File: src/rtl/cpu4_wbck_pkg.sv
// cpu4_wbck_pkg: widths, FIFO geometry and writeback entry/grant types
package cpu4_wbck_pkg;
  localparam int XLEN = 32;
  localparam int RFIDX_WIDTH = 5;
  localparam int FIFO_DEPTH = 2;
  localparam int PTR_W = 1;
  localparam int CNT_W = 2;
  localparam logic [1:0] STARV_MAX = 2'd2;
  typedef struct packed {
    logic [RFIDX_WIDTH-1:0] idx;
    logic [XLEN-1:0] data;
  } wb_ent_t;
  typedef enum logic [1:0] {GNT_NONE, GNT_FIFO, GNT_ALU} gnt_t;
endpackage

File: src/rtl/cpu4_wbck_dfflr.sv
// cpu4_wbck_dfflr: enable-load flop with synchronous active-high reset to zero
module cpu4_wbck_dfflr #(
  parameter int W = 1
) (
  input  logic         clk,
  input  logic         rst,
  input  logic         en,
  input  logic [W-1:0] d,
  output logic [W-1:0] q
);
  always_ff @(posedge clk)
    if (rst) q <= '0;
    else if (en) q <= d;
endmodule

File: src/rtl/cpu4_wbck_fifo.sv
// cpu4_wbck_fifo: 2-entry in-order LSU result buffer exposing entry valid/idx for hazard checks
module cpu4_wbck_fifo
  import cpu4_wbck_pkg::*;
(
  input  logic                                   clk,
  input  logic                                   rst,
  input  logic                                   push,
  input  wb_ent_t                                push_ent,
  input  logic                                   pop,
  output wb_ent_t                                head,
  output logic                                   empty,
  output logic                                   full,
  output logic [FIFO_DEPTH-1:0]                  ent_vld,
  output logic [FIFO_DEPTH-1:0][RFIDX_WIDTH-1:0] ent_idx
);
  wb_ent_t mem [FIFO_DEPTH];
  logic [PTR_W-1:0] wptr, rptr;
  logic [CNT_W-1:0] cnt;
  always_ff @(posedge clk)
    if (rst) begin
      wptr <= '0;
      rptr <= '0;
      cnt <= '0;
    end else begin
      if (push) wptr <= wptr + 1'b1;
      if (pop) rptr <= rptr + 1'b1;
      cnt <= cnt + CNT_W'(push) - CNT_W'(pop);
    end
  always_ff @(posedge clk)
    if (push) mem[wptr] <= push_ent;
  assign head = mem[rptr];
  assign empty = cnt == '0;
  assign full = cnt == CNT_W'(FIFO_DEPTH);
  for (genvar i = 0; i < FIFO_DEPTH; i++) begin : g_ent
    // with one entry held only the slot under the read pointer is live
    assign ent_vld[i] = full | (!empty & (rptr == PTR_W'(i)));
    assign ent_idx[i] = mem[i].idx;
  end
endmodule

File: src/rtl/cpu4_wbck.sv
// cpu4_wbck: writeback arbiter between buffered LSU results and ALU results,
// with starvation override and a pending-write hazard query
module cpu4_wbck
  import cpu4_wbck_pkg::*;
(
  input  logic                   clk,
  input  logic                   rst,
  input  logic                   alu_wbck_valid,
  output logic                   alu_wbck_ready,
  input  logic [RFIDX_WIDTH-1:0] alu_wbck_idx,
  input  logic [XLEN-1:0]        alu_wbck_data,
  input  logic                   lsu_wbck_valid,
  output logic                   lsu_wbck_ready,
  input  logic [RFIDX_WIDTH-1:0] lsu_wbck_idx,
  input  logic [XLEN-1:0]        lsu_wbck_data,
  output logic                   rd_wen,
  output logic [RFIDX_WIDTH-1:0] rd_idx,
  output logic [XLEN-1:0]        rd_data,
  input  logic [RFIDX_WIDTH-1:0] chk_idx,
  output logic                   chk_hit
);
  wb_ent_t head, gnt_ent;
  logic empty, full, override, wen_d, hit;
  logic [1:0] starv;
  logic [FIFO_DEPTH-1:0] ent_vld;
  logic [FIFO_DEPTH-1:0][RFIDX_WIDTH-1:0] ent_idx;
  gnt_t gnt;
  cpu4_wbck_fifo u_fifo (
    .clk(clk),
    .rst(rst),
    .push(lsu_wbck_valid & lsu_wbck_ready),
    .push_ent({lsu_wbck_idx, lsu_wbck_data}),
    .pop(gnt == GNT_FIFO),
    .head(head),
    .empty(empty),
    .full(full),
    .ent_vld(ent_vld),
    .ent_idx(ent_idx)
  );
  assign override = starv == STARV_MAX;
  assign lsu_wbck_ready = !full;
  assign alu_wbck_ready = empty | override;
  always_comb begin
    gnt = (!empty & !(override & alu_wbck_valid)) ? GNT_FIFO :
          (alu_wbck_valid & alu_wbck_ready) ? GNT_ALU : GNT_NONE;
    gnt_ent = (gnt == GNT_FIFO) ? head : {alu_wbck_idx, alu_wbck_data};
    wen_d = (gnt != GNT_NONE) & (gnt_ent.idx != '0);
  end
  // counts LSU pops that made a waiting ALU result wait
  always_ff @(posedge clk)
    if (rst) starv <= '0;
    else if (gnt == GNT_ALU) starv <= '0;
    else if (gnt == GNT_FIFO & alu_wbck_valid & !override) starv <= starv + 2'd1;
  cpu4_wbck_dfflr #(.W(1)) u_wen (
    .clk(clk), .rst(rst), .en(1'b1), .d(wen_d), .q(rd_wen)
  );
  cpu4_wbck_dfflr #(.W(RFIDX_WIDTH)) u_idx (
    .clk(clk), .rst(rst), .en(gnt != GNT_NONE), .d(gnt_ent.idx), .q(rd_idx)
  );
  cpu4_wbck_dfflr #(.W(XLEN)) u_data (
    .clk(clk), .rst(rst), .en(gnt != GNT_NONE), .d(gnt_ent.data), .q(rd_data)
  );
  always_comb begin
    hit = rd_wen & (rd_idx == chk_idx);
    for (int i = 0; i < FIFO_DEPTH; i++) hit = hit | (ent_vld[i] & (ent_idx[i] == chk_idx));
    chk_hit = (chk_idx != '0) & hit;
  end
endmodule
File: config.mk
export PLATFORM = sky130hd
export DESIGN_NAME = cpu4_wbck
export DESIGN_NICKNAME = d
export VERILOG_FILES = /design/src/rtl/cpu4_wbck_pkg.sv /design/src/rtl/cpu4_wbck_dfflr.sv /design/src/rtl/cpu4_wbck_fifo.sv /design/src/rtl/cpu4_wbck.sv
export SDC_FILE = /design/constraint.sdc
export NUM_CORES = 1
export LEC_CHECK = 0
export ABC_AREA = 1
export BUFFER_PORTS_ARGS = -buffer_cell sky130_fd_sc_hd__buf_2
export CAP_MARGIN = 20
export CORE_ASPECT_RATIO = 0.6
export CORE_MARGIN = 2
export CORE_UTILIZATION = 50
export DETAILED_ROUTE_END_ITERATION = 10
export GPL_ROUTABILITY_DRIVEN = 0
export PLACE_DENSITY = 0.84
export RECOVER_POWER = 100
export REMOVE_ABC_BUFFERS = 1
export SLEW_MARGIN = 20
export SYNTH_ARGS = -nofsm -noshare
export SYNTH_HDL_FRONTEND = slang
export SYNTH_SLANG_ARGS = --single-unit
File: constraint.sdc
create_clock -name clk -period 8.8 [get_ports clk]
set_clock_uncertainty 0.15 [all_clocks]
set_input_delay 1.76 -clock clk [delete_from_list [all_inputs] [get_ports clk]]
set_output_delay 1.76 -clock clk [all_outputs]
set_load 0.02 [all_outputs]
# Yosys cells after proc, flatten, opt, wreduce, memory -nomap -nowiden
# Memories as Yosys holds them, arrays and structs flattened. A register that Yosys moved wholly into a read port is not among the register bits.
# Index checks and enable logic that the tools add are counted.
# op_classes
n_eq_ne,7
mux,7
reduce_logical,9
n_addsub,5
n_bitwise,19
# op_table
operator,count
two-way mux 37 bit,1
== test 5 bit,3
AND 1 bit,13
nonzero test 5 bit,2
== test 2 bit (second input constant),3
bitwise OR 1 bit,5
logical NOT 1 bit,4
two-way mux 1 bit,4
two-way mux 2 bit,2
adder 1 bit (second input constant),2
adder 2 x 1 -> 2 bit,1
adder 2 x 1 -> 2 bit (second input constant),1
== test 2 x 1 -> 1 bit (second input constant),1
logical NOT 2 bit,1
nonzero test 2 bit,1
OR reduction 2 bit,1
subtractor 2 x 1 -> 2 bit,1
inverter 1 bit,1
# totals
wordCells,55
output_inout_bits,41
inputBits,83
ff_bits,44
mem_count,1
ram_bits,74
# memory_table
name,words,word_bits,rd,rd_ports_with_merged_regs,wr,line,text
u_fifo.mem,2,37,3,1,1,cpu4_wbck_fifo.sv:16,wb_ent_t mem [FIFO_DEPTH];

# Longest topological paths before layout
# Gate-level depths: netlist of the first run.
# depth
ltp_word,9
ltp_mapped,13
mapped_depth_nobuf,11

# Modules after synthesis
# From an unflattened synthesis of the first run, not the netlist that was laid out.
# hier_totals
cells_unflattened,634
area_unflattened_um2,5721.7
# modules_own_cells
module,n_inst,seq_area_each_um2,area_each_um2,cells_each
cpu4_wbck_fifo,1,2322.2,3141.8,161
cpu4_wbck_dfflr (u_data),1,640.6,1338.8,203
cpu4_wbck,1,40.0,987.2,231
cpu4_wbck_dfflr (u_idx),1,100.1,209.0,32
cpu4_wbck_dfflr (u_wen),1,20.0,45.0,7

# Worst setup path after synthesis of the first run
# Ideal clock, no wire load.
# synth_path
kind,input -> output
startpoint,in chk_idx[0]
endpoint,out chk_hit
path_slack_ns,4.570
cell_stages,7
required_ns,6.890
arrival_time_ns,2.320
n_path_buf,0
path_cell_list,inv_1 -> nor2_1 -> nor2_1 -> nand3_1 -> nand3_1 -> nand2_1 -> inv_1
# synth_via
elab_chain_len,5
elab_cells_between_ends,10
cone_classes,3 x eq/ne; 6 x bitwise; 1 x reduce/logical
# synth_rtl
item,line,text
"start, declared",cpu4_wbck.sv:19,"input logic [RFIDX_WIDTH-1:0] chk_idx,"
== test 5 bit (on tied branches),"cpu4_wbck.sv:64, cpu4_wbck.sv:65",
AND 1 bit (on tied branches),"cpu4_wbck.sv:64, cpu4_wbck.sv:65",
bitwise OR 1 bit (2 in a row),cpu4_wbck.sv:65,for (int i = 0; i < FIFO_DEPTH; i++) hit = hit | (ent_vld[i] & (ent_idx[i] == chk_idx));
AND 1 bit *,cpu4_wbck.sv:66,chk_hit = (chk_idx != '0) & hit;
"end, declared",cpu4_wbck.sv:20,output logic chk_hit
# Mark *: on every way between the ends. The rest lies on a longest branch, timed or not.

# Worst setup path in the final report of the first run
# layout_path
startpoint,in alu_wbck_valid
endpoint,reg u_data.q[0]
# layout_via
elab_chain_len,6
elab_cells_between_ends,9
cone_classes,1 x eq/ne; 3 x mux; 3 x bitwise; 2 x reduce/logical
# layout_rtl
item,line,text
"start, declared",cpu4_wbck.sv:8,"input logic alu_wbck_valid,"
AND 1 bit,cpu4_wbck.sv:44,gnt = (!empty & !(override & alu_wbck_valid)) ? GNT_FIFO :
logical NOT 1 bit,cpu4_wbck.sv:44,
AND 1 bit,cpu4_wbck.sv:44,
two-way mux 2 bit *,cpu4_wbck.sv:44,
== test 2 x 1 -> 1 bit,cpu4_wbck.sv:46,"gnt_ent = (gnt == GNT_FIFO) ? head : {alu_wbck_idx, alu_wbck_data};"
two-way mux 37 bit,cpu4_wbck.sv:46,
"end signal, assigned",cpu4_wbck_dfflr.sv:12,if (rst) q <= '0;
"end signal, assigned",cpu4_wbck_dfflr.sv:13,else if (en) q <= d;
"end, declared",cpu4_wbck_dfflr.sv:9,output logic [W-1:0] q
# Marked as above.
# A chain may end at the register's enable or synchronous reset.

==> impl_metrics.toml, run 1 <==
[timing]
max_freq_mhz = 205
fin_hold_ws_ps = 325
setup_violations = 0
fin_ws_ps = 3920
finalHoldViolCount = 0
fin_crit_sh = 0.555
worst-slew-pin-transition_ps = 1950
finalCriticalPeriod_ps = 4880
rsz0062_at_grt = "no"
slew_viol_final = 115
relSlewSlack = -0.305
tns_ps = 0

[floorplanning]
die_area_um2 = 10700
core_area_um2 = 9740
num_io_pins = 124
die_w_um = 132
std_cell_rows = 28
die_y_um = 80.9
start_util = 0.506

[cells_and_area]
final_nets = 728
final_cell_mix = "o21ai_0, nand2_1, edfxtp_1"
final_core_util = 0.631
stdcell_area_um2 = 6150
nFillCells = 854
diodes = 0
area_growth_pct = 24.7
mostFrequentLayoutCell = "o21ai_0"
drive_above_1_share = 0.144
final_cells = 790

[clock_network]
ctsLongestPathBuffers = 2
cts_buffers = 17
cts_root_buf = "clkbuf_16"
clk_latency_ps = 410
postCtsSetupBuffers = 0
htreeDepth = 4
cts_sinks = 119
path_clk_slew_ps = 50
postCtsHoldBufs = 0
tritoncts = "built"
cts-resized-gates = 0

[place]
placed_area_um2 = 5670
dp.cells = 756
post-place-ws_ps = 4240
post-dp-hpwl_um = 8080
numPortBuffers = 123

[synthesis]
yosysTopAreaCell = "edfxtp_1"
ys_ff_latch = 119
netlist_area_um2 = 4930
synth_cells = 519
synth_area_leaders = "edfxtp_1, dfxtp_1, o21ai_0"
synth_top_area_share = 0.451
yosysUniqueCellTypes = 25
avgSynthCellArea_um2 = 9.50
yosysWarnings = 0
seq_area_frac_synth = 0.633

[power]
power_density_nw_per_um2 = 348
p_seq_frac = 0.376
vdd_drop_max_mv = 0.190
pwr-share-clk = 0.330
p_sw_mw = 0.759
p_leak_nw = 2.49
combinationalPowerShare = 0.294
p_sw_frac = 0.355
cellInternalPower_mw = 1.38
power.total_mw = 2.14

[global_routing]
antenna_found_initial = 1
grt_max_degree = 41
grt_overflow_total = 0
grt_pass1_vias = 3941
grt_pass1_wl_um = 19300
track_usage = 0.238

[status]
failed_checks = "capacitance limit, slew limit"
outcome = "complete, but fails checks"

[routing]
wl_per_cell_um = 15.6
met2_length_um = 5610
drt_pass1_iterations = 5
drcViolationCount = 0
vias_per_cell = 5.21
num_vias = 4113
top_layer_used = "met5"
drt_wl_total_um = 12300
wl_met3_um = 1120
wirelength_met1_um = 5410
ant_nets = 0
dr.first_iter.drc_count = 261

[job]
drv_cap = 4

[worst_setup_path]
critPathLaunchType = "input port"
crit_required_ps = 8930
arrival_ps = 5020
path_max_fanout = 35
crit_path_end_kind = "flop"
critPathKind = "in -> reg"

[hold_path]
min_path_type = "reg -> reg"
[power by group through the flow]
stage,clock network (mW),registers (mW),logic (mW)
3_3_place_gp,0,0.799,0.640
4_1_cts,0.716,0.800,0.685
5_1_grt,0.740,0.817,0.707
6_report,0.706,0.805,0.628
2_1_floorplan,0,0.905,0.323
3_5_place_dp,0,0.810,0.680
[worst max-delay path, stage by stage]
cell      delay [ps]
clkbuf_1         160
nand2_1          150
clkinv_1          80
nor2_1          1440
clkbuf_1         870
o21ai_0          290
o21ai_0          140
o21ai_0          100
[cell type report]
class / instances / area [um^2] / area share
repair buffers: 128 / 558 / 0.0908
inverters: 47 / 176 / 0.0287
multi-input cells: 329 / 1520 / 0.246
clock buffers: 22 / 454 / 0.0739
clock inverters: 10 / 151 / 0.0246
well taps: 135 / 169 / 0.0275
flip-flops and latches: 119 / 3120 / 0.508
[logic make-up after synthesis]
kind of cell	count (synthesis)	synth area share
DFF	119	0.633
buffers and inverters	71	0.0568
xor gates and xnor gates	2	0.00355
adders and majority gates	3	0.00761
AOI/OAI and AO/OA	126	0.130
and+or+nand+nor	198	0.169
[synthesized netlist by cell type]
cell / instances
nand2_4: 1
nand2_2: 1
ha_1: 3
buf_2: 2
o211ai_1: 1
buf_6: 1
o21ai_0: 76
or2_2: 1
o21ai_1: 43
clkinv_1: 2
o211ai_2: 1
inv_1: 43
edfxtp_1: 74
nor2_4: 3
xnor2_1: 2
nand3_1: 39
buf_4: 1
dfxtp_1: 45
nor2_1: 65
clkbuf_1: 20
nor3_1: 2
or2_1: 1
inv_2: 2
nand2_1: 85
a21oi_1: 5
[path summary, 6_finish.rpt]
path             endpoint  slack (ps)      startpoint  cells after the start
max           u_data.q[0]        3920  alu_wbck_valid                      8
min          u_data.q[20]         330    u_data.q[20]                      2
max reg2reg   u_data.q[0]        4900        starv[0]                      9
min reg2reg  u_data.q[20]         330    u_data.q[20]                      2
[metal layers]
layer | global-route usage | up-vias
met4 | 0.0871 | 2
met3 | 0.0811 | 25
met2 | 0.392 | 182
li1 | - | 2004
met5 | 0 | -
met1 | 0.298 | 1900
[state kept, by name, summed over array words and instances (netlist names), named ones only]
register,count
u_fifo.mem,74
u_data.q,32
u_idx.q,5
starv,2
u_fifo.cnt,2
u_fifo.rptr,1
u_fifo.wptr,1
u_wen.q,1
(Power assumes the default switching activity.)
==> inputs of run 2 (changes only) <==
--- a/config.mk
+++ b/config.mk
@@ -10,7 +10,7 @@
 export CAP_MARGIN = 20
 export CORE_ASPECT_RATIO = 0.6
 export CORE_MARGIN = 2
-export CORE_UTILIZATION = 50
+export CORE_UTILIZATION = 48
 export DETAILED_ROUTE_END_ITERATION = 10
 export GPL_ROUTABILITY_DRIVEN = 0
 export PLACE_DENSITY = 0.84
==> constraint.sdc (replaced) <==
create_clock -name clk -period 4.3 [get_ports clk]
set_clock_uncertainty 0.15 [all_clocks]
set_input_delay 0.86 -clock clk [delete_from_list [all_inputs] [get_ports clk]]
set_output_delay 0.86 -clock clk [all_outputs]
set_load 0.02 [all_outputs]
==> impl_metrics.toml, run 2 (synthesized netlist as in run 1, its figures left out) <==
[global_routing]
grt_overflow_total = 0
antenna_found_initial = 1
grt_pass1_wl_um = 19000
grt_pass1_vias = 3964
track_usage = 0.229
grt_max_degree = 59

[status]
failed_checks = "capacitance limit, slew limit"
outcome = "complete, but fails checks"

[worst_setup_path]
reg2reg_slack_ps = 1150
crit_path_end_kind = "primary output"
critPathKind = "reg -> out"
reg2reg_depth = 6
crit_slowest_cell = "nand2_1"
cp_cell_sequence = "inv_1, nand2_1, nand2_1, nor2_1, nand3_1, nand3_1, nand2_1, inv_1, clkbuf_1"
r2r-start = "u_fifo.cnt[0]"
arrival_ps = 2240
crit_required_ps = 3290
crit_top_cell = "nand2_1"
crit_buf_inv = 3
timing.rr.end = "u_data.q[9]"
slowest_delay_ps = 610
critical-path-top-delay-family = "simple AND/OR/NAND/NOR gates"
critPathLaunchType = "flop"
path_max_fanout = 19

[power]
power.total_mw = 4.44
p_leak_nw = 2.54
power_density_nw_per_um2 = 714
vdd_drop_max_mv = 0.368

[timing]
tns_ps = 0
relSlewSlack = -0.179
finalCriticalPeriod_ps = 3250
finalHoldViolCount = 0
slew_viol_final = 37
max_freq_mhz = 308
rsz0062_at_grt = "no"
setup_violations = 0
fin_crit_sh = 0.755
worst-slew-pin-transition_ps = 1760

[cells_and_area]
final_cells = 790
drive_above_1_share = 0.156
final_cell_mix = "o21ai_0, nand2_1, edfxtp_1"
largest_registers = "u_fifo.mem (74), u_data.q (32), u_idx.q (5)"
final_nets = 728
area_growth_pct = 26.3
largest_reg_flops = 74
mostFrequentLayoutCell = "o21ai_0"
top_register = "u_fifo.mem"

[floorplanning]
core_area_um2 = 9910
start_util = 0.497
std_cell_rows = 28
die_y_um = 82.5
num_io_pins = 124
die_w_um = 135
die_area_um2 = 11100

[routing]
wl_per_cell_um = 15.4
num_vias = 4090
drt_wl_total_um = 12100
drcViolationCount = 0
ant_nets = 0
dr.first_iter.drc_count = 241
vias_per_cell = 5.18
drt_pass1_iterations = 5

[place]
numPortBuffers = 123
post-dp-hpwl_um = 7770
dp.cells = 756

[hold_path]
min_to = "u_data.q[16]"
hold_depth = 2
hold_start = "u_data.q[16]"
min_path_type = "reg -> reg"

[clock_network]
path_clk_slew_ps = 50
cts_buffers = 17
cts_root_buf = "clkbuf_16"
ctsLongestPathBuffers = 2
postCtsSetupBuffers = 0
cts_sinks = 119
clk_latency_ps = 400
postCtsHoldBufs = 0
htreeDepth = 4
cts-resized-gates = 0
tritoncts = "built"

[job]
drv_cap = 2
[run 2: changes by cell type in the layout (fill, tap and decap cells not counted), sizes merged]
cell / delta
buf: +9
diode: +1
clkinv: -1
inv: +1
clkbuf: -11
bufinv: +1
[run 2: layout make-up]
cell class	count	area [um^2]
Clock buffer	20	447
Fill cell	818	3690
Sequential cell	119	3120
Clock inverter	11	179
Multi-Input combinational cell	329	1510
Inverter	47	176
Timing Repair Buffer	128	617
Antenna cell	1	2.50
Tap cell	135	169
[run 2: tightest hold or removal path: cells and delay by family (launching register included)]
kind,cells,cell delay (ps)
flip-flops,1,310
AO/OA/AOI/OAI,1,60
AND/OR/NAND/NOR,1,70
[run 2: how the worst max path moves through the flow]
stage | from | endpoint | slack, ps | depth (start not counted)
6_report | u_fifo.cnt[0] | chk_hit | 1050 | 9
5_1_grt | u_fifo.cnt[0] | chk_hit | 760 | 9
4_1_cts | u_fifo.cnt[0] | chk_hit | 1510 | 9
3_5_place_dp | chk_idx[1] | chk_hit | 1560 | 10
3_3_place_gp | chk_idx[4] | chk_hit | 1640 | 10
2_1_floorplan | lsu_wbck_valid | u_fifo.mem[1][0] | 1170 | 2
[run 2: metrics by stage]
stage	util	hold WS [ps]	cell area, um^2	setup slack, ps
after global routing	0.628	355	6220	760
after global placement	0.570	304	5650	1640
after CTS	0.633	321	6270	1510
after floorplan	-	295	4830	1170
final	0.628	331	6230	1050
after detailed placement	0.570	314	5650	1560
[run 2: power by group]
part | switching [mW] | internal [mW] | leakage (nW) | total, mW
registers | 0.132 | 1.51 | 1.06 | 1.64
logic | 0.943 | 0.363 | 1.18 | 1.31
clock network | 0.467 | 1.03 | 0.302 | 1.50
total | 1.54 | 2.90 | 2.54 | 4.44
[run 2: metal layers]
| metal | up-vias | track usage | wire [um] |
|---|---|---|---|
| li1 | 2004 | - | - |
| met1 | 1908 | 0.289 | 5440 |
| met2 | 167 | 0.367 | 5370 |
| met3 | 11 | 0.0897 | 1220 |
| met4 | 0 | 0.0758 | 98 |
| met5 | - | 0 | 0 |
